### src/rtl/sauria_pe_dot_pkg.sv
// sauria_pe_dot_pkg: shared widths, pipeline token and saturating accumulate for the dot-product PE.
// The token width is sized for the default lane configuration below.
package sauria_pe_dot_pkg;
    localparam int IA_W_DEF  = 8;
    localparam int IB_W_DEF  = 8;
    localparam int LANES_DEF = 2;
    localparam int LIDX_W    = (LANES_DEF > 1) ? $clog2(LANES_DEF) : 1;
    localparam int SUM_W     = IA_W_DEF + IB_W_DEF + $clog2(LANES_DEF) + ((LANES_DEF == 1) ? 1 : 0);

    typedef struct packed {
        logic signed [SUM_W-1:0] sum;
        logic                    valid;
        logic                    cswitch;
    } pe_tok_t;

    typedef struct packed {
        logic signed [63:0] result;
        logic               sat;
    } sat_res_t;

    // clamps acc + sum to the signed range of an oc_w-bit accumulator
    function automatic sat_res_t sat_add(input logic signed [63:0] acc, input logic signed [63:0] sum, input int oc_w);
        logic signed [63:0] hi, r;
        hi = (64'sd1 <<< (oc_w - 1)) - 64'sd1;
        r  = acc + sum;
        return '{result: (r > hi) ? hi : (r < ~hi) ? ~hi : r, sat: (r > hi) || (r < ~hi)};
    endfunction
endpackage

### src/rtl/sauria_pe_dot_if.sv
// sauria_pe_dot_if: operand, scan-chain and control bundle of one dot-product PE
interface sauria_pe_dot_if #(
    parameter int IA_W  = 8,
    parameter int IB_W  = 8,
    parameter int OC_W  = 24,
    parameter int LANES = 2,
    parameter int TH_W  = 2
);
    logic [LANES*IA_W-1:0] i_a, o_a;
    logic [LANES*IB_W-1:0] i_b, o_b;
    logic [OC_W-1:0]       i_c, o_c;
    logic                  i_reg_clear, i_cell_en, i_cell_sc_en, i_pipeline_en, i_cswitch, i_cscan_en;
    logic [TH_W-1:0]       i_thres;
    logic                  o_cswitch, o_cell_en, o_sat, o_sc_lost;

    modport slave (
        input  i_a, i_b, i_c, i_reg_clear, i_cell_en, i_cell_sc_en, i_pipeline_en, i_cswitch, i_cscan_en, i_thres,
        output o_a, o_b, o_c, o_cswitch, o_cell_en, o_sat, o_sc_lost
    );
    modport master (
        output i_a, i_b, i_c, i_reg_clear, i_cell_en, i_cell_sc_en, i_pipeline_en, i_cswitch, i_cscan_en, i_thres,
        input  o_a, o_b, o_c, o_cswitch, o_cell_en, o_sat, o_sc_lost
    );
endinterface

### src/rtl/sauria_pe_dot_mul.sv
// sauria_pe_dot_mul: operand register, lane products, lane reduction and product pipeline.
// Small-operand lane gating is built only when SAURIA_PE_ZERO_GATING_EN is defined.
module sauria_pe_dot_mul
    import sauria_pe_dot_pkg::*;
#(
    parameter int IA_W       = IA_W_DEF,
    parameter int IB_W       = IB_W_DEF,
    parameter int LANES      = LANES_DEF,
    parameter int STAGES_MUL = 1,
    parameter int TH_W       = 2
) (
    input  logic                  i_clk,
    input  logic                  i_rst,
    input  logic                  i_clr,
    input  logic                  i_en,
    input  logic [LANES*IA_W-1:0] i_a,
    input  logic [LANES*IB_W-1:0] i_b,
    input  logic                  i_cswitch,
    input  logic [TH_W-1:0]       i_thres,
    output pe_tok_t               o_tok
);
    localparam int PW = IA_W + IB_W;
    logic signed [IA_W-1:0]  a_q [LANES];
    logic signed [IB_W-1:0]  b_q [LANES];
    logic [LANES-1:0]        gate, gate_q;
    logic                    cs_q, v_q;
    logic signed [SUM_W-1:0] sum;
    pe_tok_t                 tok0;

`ifdef SAURIA_PE_ZERO_GATING_EN
    // a lane is gated when either operand magnitude is below 2^i_thres
    for (genvar l = 0; l < LANES; l++) begin : g_gate
        logic [IA_W:0] sa, ma;
        logic [IB_W:0] sb, mb;
        assign sa      = {i_a[l*IA_W+IA_W-1], i_a[l*IA_W +: IA_W]};
        assign sb      = {i_b[l*IB_W+IB_W-1], i_b[l*IB_W +: IB_W]};
        assign ma      = sa[IA_W] ? -sa : sa;
        assign mb      = sb[IB_W] ? -sb : sb;
        assign gate[l] = ((ma >> i_thres) == '0) || ((mb >> i_thres) == '0);
    end
    always_ff @(posedge i_clk)
        if (i_rst || i_clr) gate_q <= '0;
        else if (i_en) gate_q <= gate;
`else
    logic unused_thres;
    assign unused_thres = ^i_thres;
    assign gate         = '0;
    assign gate_q       = '0;
`endif

    // gated lanes keep their old operands so the multipliers do not toggle
    always_ff @(posedge i_clk)
        if (i_rst || i_clr) begin
            for (int l = 0; l < LANES; l++) begin
                a_q[l] <= '0;
                b_q[l] <= '0;
            end
            cs_q <= 1'b0;
            v_q  <= 1'b0;
        end else if (i_en) begin
            for (int l = 0; l < LANES; l++)
                if (!gate[l]) begin
                    a_q[l] <= i_a[l*IA_W +: IA_W];
                    b_q[l] <= i_b[l*IB_W +: IB_W];
                end
            cs_q <= i_cswitch;
            v_q  <= ~&gate;
        end

    always_comb begin
        sum = '0;
        for (int l = 0; l < LANES; l++)
            sum = sum + (gate_q[l] ? '0 : SUM_W'(PW'(a_q[l]) * PW'(b_q[l])));
    end

    assign tok0 = '{sum: sum, valid: v_q, cswitch: cs_q};

    if (STAGES_MUL == 0) begin : g_nopipe
        assign o_tok = tok0;
    end else begin : g_pipe
        pe_tok_t [STAGES_MUL-1:0] st;
        always_ff @(posedge i_clk)
            if (i_rst || i_clr) st <= '0;
            else if (i_en) begin
                st[0] <= tok0;
                for (int s = 1; s < STAGES_MUL; s++) st[s] <= st[s-1];
            end
        assign o_tok = st[STAGES_MUL-1];
    end
endmodule

### src/rtl/sauria_pe_dot.sv
// sauria_pe_dot: LANES-wide signed dot-product PE with saturating accumulator, forwarding and scan chain.
// Define SAURIA_PE_ZERO_GATING_EN to gate lanes whose operands fall below 2^i_thres.
module sauria_pe_dot
    import sauria_pe_dot_pkg::*;
#(
    parameter int IA_W       = IA_W_DEF,
    parameter int IB_W       = IB_W_DEF,
    parameter int OC_W       = 24,
    parameter int LANES      = LANES_DEF,
    parameter int STAGES_MUL = 1,
    parameter int TH_W       = 2
) (
    input logic            i_clk,
    input logic            i_rst,
    sauria_pe_dot_if.slave bus
);
    logic                   en, arr, unused_hi;
    pe_tok_t                tok;
    sat_res_t               nxt;
    logic signed [OC_W-1:0] acc;

    assign en  = bus.i_cell_en & bus.i_pipeline_en;
    assign arr = en & tok.cswitch;
    // a marker's own term opens the next context instead of closing the current one
    assign nxt       = sat_add(tok.cswitch ? 64'sd0 : 64'(acc), 64'($signed(tok.sum)), OC_W);
    assign unused_hi = ^nxt.result[63:OC_W];

    sauria_pe_dot_mul #(
        .IA_W(IA_W), .IB_W(IB_W), .LANES(LANES), .STAGES_MUL(STAGES_MUL), .TH_W(TH_W)
    ) u_mul (
        .i_clk(i_clk), .i_rst(i_rst), .i_clr(bus.i_reg_clear), .i_en(en),
        .i_a(bus.i_a), .i_b(bus.i_b), .i_cswitch(bus.i_cswitch), .i_thres(bus.i_thres),
        .o_tok(tok)
    );

    always_ff @(posedge i_clk)
        if (i_rst || bus.i_reg_clear) begin
            acc           <= '0;
            bus.o_a       <= '0;
            bus.o_b       <= '0;
            bus.o_c       <= '0;
            bus.o_cswitch <= 1'b0;
            bus.o_cell_en <= 1'b0;
            bus.o_sat     <= 1'b0;
            bus.o_sc_lost <= 1'b0;
        end else begin
            if (en) begin
                bus.o_a       <= bus.i_a;
                bus.o_b       <= bus.i_b;
                bus.o_cswitch <= bus.i_cswitch;
                if (tok.cswitch || tok.valid) begin
                    acc <= OC_W'(nxt.result);
                    if (nxt.sat) bus.o_sat <= 1'b1;
                end
            end
            // a context switch overrides a concurrent shift and drops the upstream value
            if (bus.i_pipeline_en && (bus.i_cscan_en || arr)) bus.o_c <= arr ? acc : bus.i_c;
            if (arr && bus.i_cscan_en) bus.o_sc_lost <= 1'b1;
            if (bus.i_cell_sc_en) bus.o_cell_en <= bus.i_cell_en;
        end
endmodule

### src/flat_wrapper.sv
// flat-port wrapper written by rule: the top's interface ports become plain ports
module sauria_pe_dot_flat import sauria_pe_dot_pkg::*;
#(
    parameter int IA_W       = IA_W_DEF,
    parameter int IB_W       = IB_W_DEF,
    parameter int OC_W       = 24,
    parameter int LANES      = LANES_DEF,
    parameter int STAGES_MUL = 1,
    parameter int TH_W       = 2
)
  (i_clk, i_rst, bus_i_a, bus_i_b, bus_i_c, bus_i_reg_clear, bus_i_cell_en, bus_i_cell_sc_en, bus_i_pipeline_en, bus_i_cswitch, bus_i_cscan_en, bus_i_thres, bus_o_a, bus_o_b, bus_o_c, bus_o_cswitch, bus_o_cell_en, bus_o_sat, bus_o_sc_lost);
  sauria_pe_dot_if #(.IA_W(IA_W), .IB_W(IB_W), .OC_W(OC_W), .LANES(LANES), .TH_W(TH_W)) bus_i ();
  input logic i_clk;
  input logic i_rst;
  input wire logic [$bits(bus_i.i_a)-1:0] bus_i_a;
  input wire logic [$bits(bus_i.i_b)-1:0] bus_i_b;
  input wire logic [$bits(bus_i.i_c)-1:0] bus_i_c;
  input wire logic [$bits(bus_i.i_reg_clear)-1:0] bus_i_reg_clear;
  input wire logic [$bits(bus_i.i_cell_en)-1:0] bus_i_cell_en;
  input wire logic [$bits(bus_i.i_cell_sc_en)-1:0] bus_i_cell_sc_en;
  input wire logic [$bits(bus_i.i_pipeline_en)-1:0] bus_i_pipeline_en;
  input wire logic [$bits(bus_i.i_cswitch)-1:0] bus_i_cswitch;
  input wire logic [$bits(bus_i.i_cscan_en)-1:0] bus_i_cscan_en;
  input wire logic [$bits(bus_i.i_thres)-1:0] bus_i_thres;
  output wire logic [$bits(bus_i.o_a)-1:0] bus_o_a;
  output wire logic [$bits(bus_i.o_b)-1:0] bus_o_b;
  output wire logic [$bits(bus_i.o_c)-1:0] bus_o_c;
  output wire logic [$bits(bus_i.o_cswitch)-1:0] bus_o_cswitch;
  output wire logic [$bits(bus_i.o_cell_en)-1:0] bus_o_cell_en;
  output wire logic [$bits(bus_i.o_sat)-1:0] bus_o_sat;
  output wire logic [$bits(bus_i.o_sc_lost)-1:0] bus_o_sc_lost;
  assign bus_i.i_a = bus_i_a;
  assign bus_i.i_b = bus_i_b;
  assign bus_i.i_c = bus_i_c;
  assign bus_i.i_reg_clear = bus_i_reg_clear;
  assign bus_i.i_cell_en = bus_i_cell_en;
  assign bus_i.i_cell_sc_en = bus_i_cell_sc_en;
  assign bus_i.i_pipeline_en = bus_i_pipeline_en;
  assign bus_i.i_cswitch = bus_i_cswitch;
  assign bus_i.i_cscan_en = bus_i_cscan_en;
  assign bus_i.i_thres = bus_i_thres;
  assign bus_o_a = bus_i.o_a;
  assign bus_o_b = bus_i.o_b;
  assign bus_o_c = bus_i.o_c;
  assign bus_o_cswitch = bus_i.o_cswitch;
  assign bus_o_cell_en = bus_i.o_cell_en;
  assign bus_o_sat = bus_i.o_sat;
  assign bus_o_sc_lost = bus_i.o_sc_lost;
  sauria_pe_dot #(.IA_W(IA_W), .IB_W(IB_W), .OC_W(OC_W), .LANES(LANES), .STAGES_MUL(STAGES_MUL), .TH_W(TH_W)) u_core (.i_clk(i_clk), .i_rst(i_rst), .bus(bus_i));
endmodule
### config.mk
export PLATFORM = sky130hd
export DESIGN_NAME = sauria_pe_dot_flat
export DESIGN_NICKNAME = d
export VERILOG_FILES = /design/src/rtl/sauria_pe_dot_pkg.sv /design/src/rtl/sauria_pe_dot_if.sv /design/src/rtl/sauria_pe_dot_mul.sv /design/src/rtl/sauria_pe_dot.sv /design/src/flat_wrapper.sv
export SDC_FILE = /design/constraint.sdc
export NUM_CORES = 1
export LEC_CHECK = 0
export ABC_AREA = 1
export CORE_MARGIN = 8
export CORE_UTILIZATION = 60
export DETAILED_ROUTE_END_ITERATION = 10
export DONT_BUFFER_PORTS = 1
export GPL_ROUTABILITY_DRIVEN = 0
export PLACE_DENSITY = 0.76
export SYNTH_ARGS = -nofsm -noshare
export SYNTH_HDL_FRONTEND = slang
export SYNTH_HIERARCHICAL = 1
export SYNTH_SLANG_ARGS = --single-unit
export TNS_END_PERCENT = 100
### constraint.sdc
create_clock -name i_clk -period 5.5 [get_ports i_clk]
set_clock_uncertainty 0.15 [all_clocks]
set_input_delay 1.1 -clock i_clk [delete_from_list [all_inputs] [get_ports i_clk]]
set_output_delay 1.1 -clock i_clk [all_outputs]
set_load 0.03 [all_outputs]
==> impl_metrics.env <==
export IMPL_run_status="finished with violations"
export IMPL_violations="setup timing"
export IMPL_area_share_of_xor_xnor_cells_in_the_synthesized_design_pct=0.3268
export IMPL_number_of_pins_exceeding_their_max_slew_limit_in_the_final_report=0
export IMPL_design_final_nets=2200
export IMPL_synth_simple_area_share_pct=23.46
export IMPL_proportion_of_register_bits_with_asynchronous_set_or_reset_after_synthesis_pct=0
export IMPL_seq_power_share_pct=27.2
export IMPL_floorplan_die_height_um=165.4
export IMPL_synth_enable_flop_cells=32
export IMPL_clk_insertion_delay_late_ns=0.43
export IMPL_die_w_um=165.4
export IMPL_cts_num_sinks=137
export IMPL_post_route_cells_drive_above_1_share_pct=14.03
export IMPL_netSwitchingPower_w=0.001703
export IMPL_io_pins=126
export IMPL_clock_tree_htree_level_count=4
export IMPL_rsz_0062_raised_after_global_routing="true"
export IMPL_overflow=0
export IMPL_worstMarginPinSlew_ns=1.178
export IMPL_pwr_share_clk_pct=27.3
export IMPL_synthAdderAreaFrac_pct=30.05
export IMPL_number_of_storage_elements_in_the_synthesis_netlist=137
export IMPL_largest_family_of_logic_cells_by_synthesized_area="adder cells"
export IMPL_switching_fraction_pct=40.50
export IMPL_drt_iter0_markers=938
export IMPL_largest_fanout_on_the_critical_path=8
export IMPL_syn_mean_instance_area_um2=7.208
export IMPL_setup_violations=3
export IMPL_leakage_nw=8.181
export IMPL_cap_violations=0
export IMPL_nature_of_the_critical_path_endpoint="flip-flop"
export IMPL_proportion_of_synthesized_chip_area_in_sequential_cells_pct=22.86
export IMPL_power_report_internal_total_w=0.002502
export IMPL_synth_compound_gate_area_share_pct=8.722
export IMPL_hold_path_class="flip-flop to flip-flop"
export IMPL_period_needed_ns=5.654
export IMPL_drc=0
export IMPL_finalCritPeriodShare_pct=102.8
export IMPL_postSynthCellCount=1859
export IMPL_via_count=11830
export IMPL_timing_setup_tns_ns=-0.3640
export IMPL_setup_worst_path_start_class="flip-flop"
export IMPL_share_of_synthesized_area_spent_on_multiplexers_pct=0
export IMPL_wl_per_cell_um=16.36
export IMPL_antenna_cells=0
export IMPL_area_delta_synth_final_pct=13.36
export IMPL_wirelength_um=35930
export IMPL_slew_limit_headroom_pct=21.36
export IMPL_synthesis_area_um2=13400
export IMPL_dp_slack_ns=-0.1766
export IMPL_layout_cell_area_non_filler_um2=15190
export IMPL_synth_yosys_warnings=6
export IMPL_clock_root_buffer="clkbuf_16"
export IMPL_largest_net_degree_at_the_start_of_global_routing=50
export IMPL_firstDrtPassIters=5
export IMPL_io_buffers=0
export IMPL_ys_types=41
export IMPL_synth_largest_area_cell="fa_1"
export IMPL_comb_power_share_pct=45.5
export IMPL_layout_commonest_cell="inv_1"
export IMPL_via_per_inst=5.384
export IMPL_clockBufferDepth=2
export IMPL_hold_ws_ns=0.3015
export IMPL_final_cell_mix="413 x inv_1, 404 x nand2_1, 205 x nor2_1"
export IMPL_grt_first_pass_wirelength_um=56610
export IMPL_ys_dominant_reg_cell="dfxtp_1"
export IMPL_power_density_relative_to_cell_area_nw_per_um2=276.9
export IMPL_clkTransAtPathRegs_ns=0.06
export IMPL_finalHoldViolations=0
export IMPL_initial_utilization_pct=61.21
export IMPL_critical_path_class="flip-flop to flip-flop"
export IMPL_vias_in_the_first_global_route=11870
export IMPL_synth_top_area_share_pct=22.86
export IMPL_synth_area_leaders="fa_1 23%, dfxtp_1 16%, inv_1 12%, nand2_1 12%, ha_1 7.2%"
export IMPL_die_area_um2=27370
export IMPL_critPathRequiredTime_ns=5.66
export IMPL_peakVddDrop_mv=0.2620
export IMPL_total_power_w=0.004206
export IMPL_grt_antenna_before_repair=0
export IMPL_tritoncts_num_buffers=17
export IMPL_antenna_violating_nets_left=0
export IMPL_core_area_um2=21890
export IMPL_cts_tree="yes"
export IMPL_num_rows=54
export IMPL_global_route_usage_sum_pct=25.92
export IMPL_timing_critical_path_arrival_ns=5.82
export IMPL_maxClockFrequency_ghz=0.1769
export IMPL_dp_final_hpwl_um=27690
export IMPL_layout_setup_ws_ns=-0.1538
export IMPL_syn_nets=2155
export IMPL_placedInstanceArea_um2=14030
per-stage QoR:
| step | utilization (%) | cells |
|---|---|---|
| 3_5_place_dp | 64.10 | 2145 |
| 5_1_grt | 69.39 | 2197 |
| 6_report | 69.39 | 2197 |
| 4_1_cts | 67.74 | 2185 |
| 2_1_floorplan | - | 1859 |
| 3_3_place_gp | 64.10 | 2145 |
layer usage:
metal / vias up / global-route usage (%) / routed length [um]
li1: 5653 / - / -
met1: 5627 / 33.99 / 14780
met2: 469 / 41.91 / 16860
met3: 79 / 5.454 / 3247
met4: 0 / 9.010 / 1045
met5: - / 0 / 0
area by class of cell:
class | count | area, um2
flip-flops and latches | 137 | 3063
multi-input cells | 1206 | 8741
fillers | 1761 | 6701
clock buffers | 19 | 464.2
clock inverters | 13 | 122.6
inverters | 450 | 1693
well taps | 280 | 350.3
repair buffers | 92 | 755.7
final timing paths:
check                                   startpoint                             endpoint  slack (ns)  cells after the start
max          u_core/u_mul/a_q[0][15]$_SDFFCE_PN0P_  u_core/u_mul/o_tok[17]$_SDFFE_PP0P_       -0.15                     20
min            u_core/u_mul/o_tok[16]$_SDFFE_PP0P_  u_core/u_mul/o_tok[16]$_SDFFE_PP0P_        0.30                      2
max reg2reg  u_core/u_mul/a_q[0][15]$_SDFFCE_PN0P_  u_core/u_mul/o_tok[17]$_SDFFE_PP0P_       -0.15                     20
min reg2reg    u_core/u_mul/o_tok[16]$_SDFFE_PP0P_  u_core/u_mul/o_tok[16]$_SDFFE_PP0P_        0.30                      2
cells in the mapped netlist, types with 2 or more instances:
cell	number
clkinv_1	5
buf_2	5
edfxtp_1	32
fa_1	153
a31oi_1	17
or2_2	4
xor2_1	2
inv_1	441
a21o_1	3
nor3_2	2
ha_1	77
nand4_1	7
nand2_1	421
nand3b_1	8
a21oi_1	83
o21ai_2	10
dfxtp_1	105
inv_2	4
nor3_1	5
o21ai_1	4
nand3_1	68
a21oi_2	2
clkbuf_1	60
o21ai_0	78
nand2_2	15
xnor2_1	3
nor2_1	212
nand3_2	8
a22o_1	4
o21bai_1	5
nor4_1	4
nor2_2	3
sequential cells by signal, indices dropped and copies added (netlist names):
name,flops
u_core/acc,24
u_core/bus.o_c,24
u_core/u_mul/o_tok,19
u_core/bus.o_a,16
u_core/bus.o_b,16
u_core/u_mul/a_q,16
u_core/u_mul/b_q,16
u_core/bus.o_cell_en,1
u_core/bus.o_cswitch,1
u_core/bus.o_sat,1
u_core/bus.o_sc_lost,1
u_core/u_mul/cs_q,1
u_core/u_mul/v_q,1
power by group through the flow:
stage / combinational [W] / sequential [W] / clock, W
2_1_floorplan: 0.00101 / 0.00113 / 0
3_3_place_gp: 0.00140 / 0.00116 / 0
3_5_place_dp: 0.00146 / 0.00116 / 0
4_1_cts: 0.00160 / 0.00114 / 0.00116
5_1_grt: 0.00212 / 0.00115 / 0.00120
6_report: 0.00191 / 0.00114 / 0.00115
logic make-up (layout without fill, tap and decap cells):
| kind of cell | after synthesis | in the layout |
|---|---|---|
| buffers and inverters | 516 | 574 |
| adder cells (fa/ha/maj) | 230 | 230 |
| AO/OA/AOI/OAI | 210 | 210 |
| XOR/XNOR | 5 | 5 |
| flip-flops | 137 | 137 |
| AND/OR/NAND/NOR | 761 | 761 |
worst max-delay path, stage by stage, from the launching register on:
cell and delay, ns:
edfxtp_1 0.54, nand2_1 0.16, inv_2 0.08, buf_8 0.14, buf_4 0.14, fa_2 0.56, fa_1 0.45, fa_1 0.58
fa_1 0.45, fa_1 0.49, inv_1 0.05, fa_1 0.54, inv_1 0.08, ha_4 0.25, buf_4 0.15, a21oi_2 0.18
o21ai_1 0.10, a21oi_2 0.17, nand3_1 0.13, nand2_1 0.08, o21ai_1 0.05
what timing repair did:
| action | in CTS | in global routing |
|---|---|---|
| hold buffers | 0 | 0 |
| gates resized for setup | 40 | 86 |
| endpoints found under the setup margin | 9 | 10 |
| pin swaps | 37 | 88 |
| setup buffers | 8 | 12 |
(Power assumes the default switching activity.)
